--- config.mk ---
export PLATFORM = sky130hd
export DESIGN_NAME = en8
export DESIGN_NICKNAME = d
export VERILOG_FILES = /design/src/rtl/en8_pkg.sv /design/src/rtl/en8_prio.sv /design/src/rtl/en8.sv
export SDC_FILE = /design/constraint.sdc
export NUM_CORES = 1
export LEC_CHECK = 0
export CAP_MARGIN = 20
export CELL_PAD_IN_SITES_DETAIL_PLACEMENT = 1
export CELL_PAD_IN_SITES_GLOBAL_PLACEMENT = 1
export CORE_UTILIZATION = 25
export DETAILED_ROUTE_END_ITERATION = 6
export PLACE_DENSITY = 0.64
export SETUP_SLACK_MARGIN = 0.02
export SYNTH_ARGS = -nofsm -noshare
export SYNTH_HDL_FRONTEND = slang
export SYNTH_SLANG_ARGS = --single-unit
--- constraint.sdc ---
create_clock -name clk -period 2.8 [get_ports clk]
set_input_delay 0.28 -clock clk [delete_from_list [all_inputs] [get_ports clk]]
set_output_delay 0.28 -clock clk [all_outputs]
set_load 0.02 [all_outputs]
--- src/rtl/en8_pkg.sv ---
// Shared constants and types for the 8-to-3 priority encoder block.
package en8_pkg;
  localparam int IN_W  = 8;
  localparam int OUT_W = 3;

  typedef logic [OUT_W-1:0] code_t;
endpackage

--- src/rtl/en8_prio.sv ---
// Purely combinational priority encoder: highest set bit wins, plus any/onehot flags.
module en8_prio
  import en8_pkg::*;
(
  input  logic [IN_W-1:0] d_in,
  output code_t           d_out,
  output logic            any,
  output logic            onehot
);

  always_comb begin
    d_out = '0;
    // Ascending scan so the highest set bit is the last to assign.
    for (int i = 0; i < IN_W; i++) begin
      if (d_in[i]) d_out = code_t'(i);
    end
  end

  assign any    = |d_in;
  assign onehot = any && ((d_in & (d_in - IN_W'(1))) == '0);

endmodule

--- src/rtl/en8.sv ---
// Priority encoder with registered copies, multi-hot sticky error and a saturating valid counter.
module en8
  import en8_pkg::*;
#(
  parameter int CNT_W = 16
) (
  input  logic             clk,
  input  logic             rst,
  input  logic [IN_W-1:0]  d_in,
  output code_t            d_out,
  output logic             any,
  output logic             onehot,
  output code_t            d_out_q,
  output logic             valid_q,
  output logic             multi_q,
  output logic             err_sticky,
  output logic [CNT_W-1:0] cnt
);

  logic multi;

  en8_prio u_prio (
    .d_in   (d_in),
    .d_out  (d_out),
    .any    (any),
    .onehot (onehot)
  );

  // Two or more bits set: non-zero but not a single bit.
  assign multi = any && !onehot;

  always_ff @(posedge clk) begin
    if (rst) begin
      d_out_q    <= '0;
      valid_q    <= 1'b0;
      multi_q    <= 1'b0;
      err_sticky <= 1'b0;
      cnt        <= '0;
    end else begin
      d_out_q <= d_out;
      valid_q <= any;
      multi_q <= multi;
      if (multi) err_sticky <= 1'b1;
      if (any && (cnt != {CNT_W{1'b1}})) cnt <= cnt + CNT_W'(1);
    end
  end

endmodule

==> results of run 1 <==
-- worst max-delay path, delay by kind of cell --
| family | cells | cell delay [ps] |
|---|---|---|
| buf+inv | 2 | 1100 |
| compound gates | 2 | 370 |
| simple gates | 2 | 540 |
-- worst paths after layout --
check | slack, ps | cells past startpoint | to
setup / recovery | 240 | 6 | onehot
hold / removal | 460 | 2 | err_sticky
setup reg to reg | 800 | 5 | cnt[14]
hold reg to reg | 460 | 2 | err_sticky
-- power by group through the flow --
| stage | Clock, W | Combinational, W | Sequential, W |
|---|---|---|---|
| 2_1_floorplan | 0 | 0.0000288 | 0.000346 |
| 3_3_place_gp | 0 | 0.0000853 | 0.000335 |
| 3_5_place_dp | 0 | 0.0000881 | 0.000336 |
| 4_1_cts | 0.000212 | 0.0000883 | 0.000328 |
| 5_1_grt | 0.000216 | 0.0000948 | 0.000329 |
| 6_report | 0.000200 | 0.0000875 | 0.000328 |
-- logic make-up after synthesis --
group | count (synthesis)
AOI/OAI and AO/OA | 29
adders and majority gates | 1
buffers and inverters | 15
DFF | 22
muxes | 6
and+or+nand+nor | 68
-- metal layers --
| metal | track usage | vias to the layer above | share of wire |
|---|---|---|---|
| li1 | - | 593 | - |
| met1 | 0.1536 | 577 | 0.42 |
| met2 | 0.2532 | 26 | 0.53 |
| met3 | 0.02165 | 2 | 0.037 |
| met4 | 0.04667 | 0 | 0.0090 |
| met5 | 0 | - | 0 |
-- flip-flops by register name, summed over array words and instances, names as in the netlist --
| register | flops |
|---|---|
| cnt | 16 |
| d_out_q | 3 |
| err_sticky | 1 |
| multi_q | 1 |
| valid_q | 1 |
-- what timing repair did --
action                     CTS  global route
hold endpoints to repair     0             0
setup endpoints to repair    0             1
resized for setup            0             1
hold buffers                 0             0
-- cell type report --
type                    instances  area [µm²]
clock buffers                   3       41.29
fillers                       530        2755
inverters                       7       26.28
multi-input cells             104       658.1
flip-flops and latches         22       440.4
well taps                      52       65.06
repair buffers                 41       397.9
-- through the flow --
step,std cells,total power [W],hold WS (ps),util
global placement,226,0.0004207,467.7,0.3607
finish,229,0.0006157,464.2,0.3716
CTS,229,0.0006283,472.1,0.3701
detailed placement,226,0.0004240,459.5,0.3607
floorplan,141,0.0003745,417.4,-
global route,229,0.0006405,500.8,0.3716
-- placed cells by master, fill, tap and decap left out, drive strengths merged, types with 2 or more instances in the layout --
cell type | netlist | routed
dfxtp | 22 | 22
nand4 | 5 | 5
nand3 | 8 | 8
nor4 | 9 | 9
mux2 | 6 | 6
clkbuf | 4 | 3
or4 | 7 | 7
a21oi | 13 | 13
o31ai | 8 | 8
and2 | 2 | 2
buf | 4 | 5
or3 | 4 | 4
inv | 7 | 7
clkdlybuf4s50 | 0 | 36
o21ai | 3 | 3
nor2b | 7 | 7
nand2 | 7 | 7
nor2 | 13 | 13
a22oi | 2 | 2
==> flow_metrics.tcl, run 1 <==
set metrics [dict create \
    setup_viol 0 \
    drc 0 \
    synth_flop_cell "dfxtp_1" \
    place_ws_ps 142.3 \
    grt_max_degree 28 \
    worst_ep_arrival_time_ps 2280 \
    grt_pass1_wl_um 5375 \
    muxShareOfSynthArea 0.05863 \
    portBuffers 36 \
    rr_startpoint "cnt[0]" \
    core_mm2 0.004384 \
    firstDrtPassIters 4 \
    synth_cell_type_count 33 \
    cp-start-kind "input pin" \
    internal_power_w 0.0004607 \
    async_flop_share 0 \
    core.rowCount 24 \
    slew-limit-headroom 0.4801 \
    hold_start "err_sticky" \
    finalWorstSetupSlack_ps 239.0 \
    grtUsageTotal 0.1353 \
    yosysWarnings 0 \
    finalCritPeriodShare 0.9146 \
    power_density_mw_per_mm2 378.0 \
    combPwrFrac 0.142 \
    synth_area_leaders "dfxtp_1 (38%), mux2_2 (5.9%), a21oi_1 (5.6%)" \
    timing.critical_path.slowest_stage_cell "clkdlybuf4s50_1" \
    cp_slowest_stage_delay_ps 600 \
    die_x_um 69.89 \
    yosys.area.top_type "dfxtp_1" \
    via_per_inst 5.231 \
    ir_drop_v 0.0001670 \
    fin_worst_skew_ps 1.546 \
    leakagePower_nw 0.5385 \
    fmax_mhz 390.5 \
    cts_made_buffers 3 \
    first_global_vias 1201 \
    yosys.area_share.simple 0.3377 \
    crit_chain "clkdlybuf4s50_1 > nor4_2 > o21ai_0 > a21oi_1 > and2_1 > clkdlybuf4s50_1" \
    switching_share 0.2518 \
    n_antenna_cell 0 \
    rsz0062_at_grt "no" \
    syn-num-nets 152 \
    gp_congestion 0.7073 \
    area_delta_synth_final_pct 41.37 \
    synth_xor_area_frac 0 \
    start_util 0.2628 \
    dr_total_vias 1198 \
    synth_top_area_share 0.3822 \
    die-height_um 69.89 \
    outcome "complete, no violations" \
    grt_antenna_before_repair 0 \
    syn_inst 141 \
    io_pins 37 \
    end_kind "output pin" \
    clkTransAtPathRegs_ps 80 \
    avgRoutedWirePerCell_um 14.00 \
    finalHoldViolCount 0 \
    synth_top_family_by_area "simple AND/OR/NAND/NOR gates" \
    switching_power_w 0.0001550 \
    hp-class "register to register" \
    required_ps 2520 \
    synth_common_cells "dfxtp_1 (22), a21oi_1 (13), nor2_1 (13), nor4_1 (9), o31ai_1 (8)" \
    finish.instance_area_mm2 0.001629 \
    clock_path_buffers 2 \
    synth.most_common_cell "dfxtp_1" \
    cts.sinks 22 \
    place_area_mm2 0.001582 \
    crit_top_cell "clkdlybuf4s50_1" \
    min_period_ps 2561 \
    avgSynthCellArea_um2 8.173 \
    die_area_mm2 0.004885 \
    routed_wl_um 3206 \
    worstSetupPathType "input pin to output pin" \
    antenna_left 0 \
    first_iter_violations 50 \
    worstMarginPinSlew_ps 777.3 \
    synth_compound_area_frac 0.1531 \
    tns_ps 0 \
    drive_gt1_frac 0.1243 \
    grt_overflow 0 \
    synthAdderAreaFrac 0.01086 \
    dp_hpwl_um 2394 \
    final_nets 190 \
    clock-root-buffer "clkbuf_8" \
    syn_area_mm2 0.001152 \
    htreeDepth 1 \
    insertion_delay_ps 260 \
    seqPwrFrac 0.533 \
    crit_path_start "d_in[3]" \
    cp_max_fo 5 \
    synth_edf_count 0 \
    synth-seq-area-share 0.3822 \
    post-cts-setup-buffers 0 \
    power.share.clock 0.325 \
    cts_tree "yes" \
    cap_violations 0 \
    yosys_register_bits 22 \
    drv_slew 0 \
]
Note: power is estimated with default switching activity, not from simulation.
==> inputs of run 2 (changes only) <==
Settings changed: PLACE_DENSITY 0.64 to 0.66, TNS_END_PERCENT from default to 30.
Clock period 2.8 ns to 2.2 ns, I/O delays scaled along.
==> run 2 against run 1 <==
  * Clock power rose by 93%
  * Combinational power increased by 41%
  * Die area is the same
  * Worst hold slack got worse by 5.0 ps
  * Total power grew 51%
  * Sequential cell count did not move
  * Core utilization up 2.6 points
  * Critical path type unchanged
==> flow_metrics.tcl, run 2 (synthesis gave the netlist of run 1 again) <==
set metrics [dict create \
    clock_path_buffers 2 \
    ir_drop_v 0.0002540 \
    hold_start "err_sticky" \
    avgRoutedWirePerCell_um 14.10 \
    die-height_um 69.89 \
    clock-root-buffer "clkbuf_8" \
    worstMarginPinSlew_ps 748.5 \
    largest_reg_flops 16 \
    hold_ws_ps 459.1 \
    insertion_delay_ps 270 \
    drive_gt1_frac 0.1809 \
    dp_hpwl_um 2456 \
    drv_slew 0 \
    first_global_vias 1274 \
    final_nets 200 \
    crit_top_cell "clkdlybuf4s50_1" \
    cts_hold_buf 0 \
    outcome "complete, no violations" \
    die_area_mm2 0.004885 \
    cp-start-kind "input pin" \
    via_per_inst 5.196 \
    rr_endpoint "cnt[15]" \
    crit_path_start "d_in[4]" \
    finalHoldViolCount 0 \
    io_pins 37 \
    area_delta_synth_final_pct 51.14 \
    end_kind "output pin" \
    layout_common_cells "clkdlybuf4s50_1 (34), dfxtp_1 (22), buf_4 (15)" \
    cap_violations 0 \
    start_util 0.2628 \
    cp_max_fo 3 \
    grtUsageTotal 0.1402 \
    dr_total_vias 1247 \
    finalCritPeriodShare 0.9487 \
    place_ws_ps -155.0 \
    post-cts-setup-buffers 0 \
    antenna_left 0 \
    rr_startpoint "cnt[4]" \
    routed_wl_um 3385 \
    power.total_w 0.0009267 \
    fmax_mhz 479.1 \
    worst_ep_arrival_time_ps 1870 \
    cts_made_buffers 3 \
    grt_max_degree 28 \
    timing.critical_path.slowest_stage_cell "clkdlybuf4s50_1" \
    reg2reg_depth 4 \
    core_mm2 0.004384 \
    cts.sinks 22 \
    regToRegSetupSlack_ps 270 \
    place_area_mm2 0.001657 \
    whs_path_depth 2 \
    htreeDepth 1 \
    die_x_um 69.89 \
    portBuffers 36 \
    slew-limit-headroom 0.4994 \
    n_antenna_cell 0 \
    first_iter_violations 29 \
    grt_overflow 0 \
    rsz0062_at_grt "yes" \
    final_common_cell "clkdlybuf4s50_1" \
    hp-class "register to register" \
    n_fill_cell 518 \
    cp_slowest_stage_delay_ps 530 \
    gp_congestion 0.7394 \
    setup_viol 0 \
    largest_register "cnt" \
    leakagePower_nw 0.6119 \
    grt_pass1_wl_um 5575 \
    crit_chain "clkdlybuf4s50_1 > nor4_2 > and2_1 > inv_1 > clkdlybuf4s50_1" \
    fin_worst_skew_ps 10.84 \
    core.rowCount 24 \
    required_ps 1980 \
    finalWorstSetupSlack_ps 112.9 \
    power_density_mw_per_mm2 532.1 \
    firstDrtPassIters 4 \
    clkTransAtPathRegs_ps 90 \
    grt_antenna_before_repair 0 \
    cts_tree "yes" \
    drc 0 \
    finish.instance_area_mm2 0.001742 \
    worstSetupPathType "input pin to output pin" \
    top_regs "cnt: 16 flops, d_out_q: 3 flops" \
    min_period_ps 2087 \
    min_delay_worst_endpoint "err_sticky" \
]
run 2: layout make-up:
type,count,area (µm²),area share
multi-input combinational,104,664.4,0.3815
clock inverter,1,30.03,0.01724
tap,52,65.06,0.03736
clock buffer,3,41.29,0.02371
inverter,7,26.28,0.01509
timing repair buffer,51,474.2,0.2723
sequential,22,440.4,0.2529
run 2: worst max-delay path by stage:
stage / endpoint / slack (ps) / depth (start not counted)
after floorplan: cnt[14] / 250 / 5
after global placement: onehot / -60 / 6
after detailed placement: onehot / -160 / 6
after CTS: d_out[0] / 80 / 7
after global routing: any / 10 / 5
final: any / 110 / 5
run 2: power breakdown:
| part | leakage [nW] | switching [W] | internal, W |
|---|---|---|---|
| Clock | 0.0357 | 0.000143 | 0.000243 |
| Combinational | 0.396 | 0.0000604 | 0.0000627 |
| Sequential | 0.180 | 0.00000799 | 0.000409 |
run 2: per-layer routing:
| layer | part of all wire | vias up | GRT usage |
|---|---|---|---|
| met1 | 0.45 | 603 | 0.1591 |
| li1 | - | 611 | - |
| met4 | 0.017 | 0 | 0.05556 |
| met5 | 0 | - | 0 |
| met2 | 0.50 | 29 | 0.2607 |
| met3 | 0.039 | 4 | 0.02020 |
run 2: what timing repair did:
| action | in CTS | in global routing |
|---|---|---|
| setup endpoints to repair | 1 | 2 |
| gates cloned | 0 | 0 |
| resized for setup | 3 | 1 |
run 2: worst max-delay path, delay by kind of cell:
family	cells	cell delay, ps
simple gates	2	600
buf+inv	3	1040
run 2: metrics by stage:
step | utilization | std cells | TNS [ps]
floorplan | - | 141 | 0
detailed placement | 0.3779 | 236 | -155.0
global placement | 0.3779 | 236 | -59.83
finish | 0.3973 | 240 | 0
CTS | 0.3967 | 240 | 0
global route | 0.3973 | 240 | 0
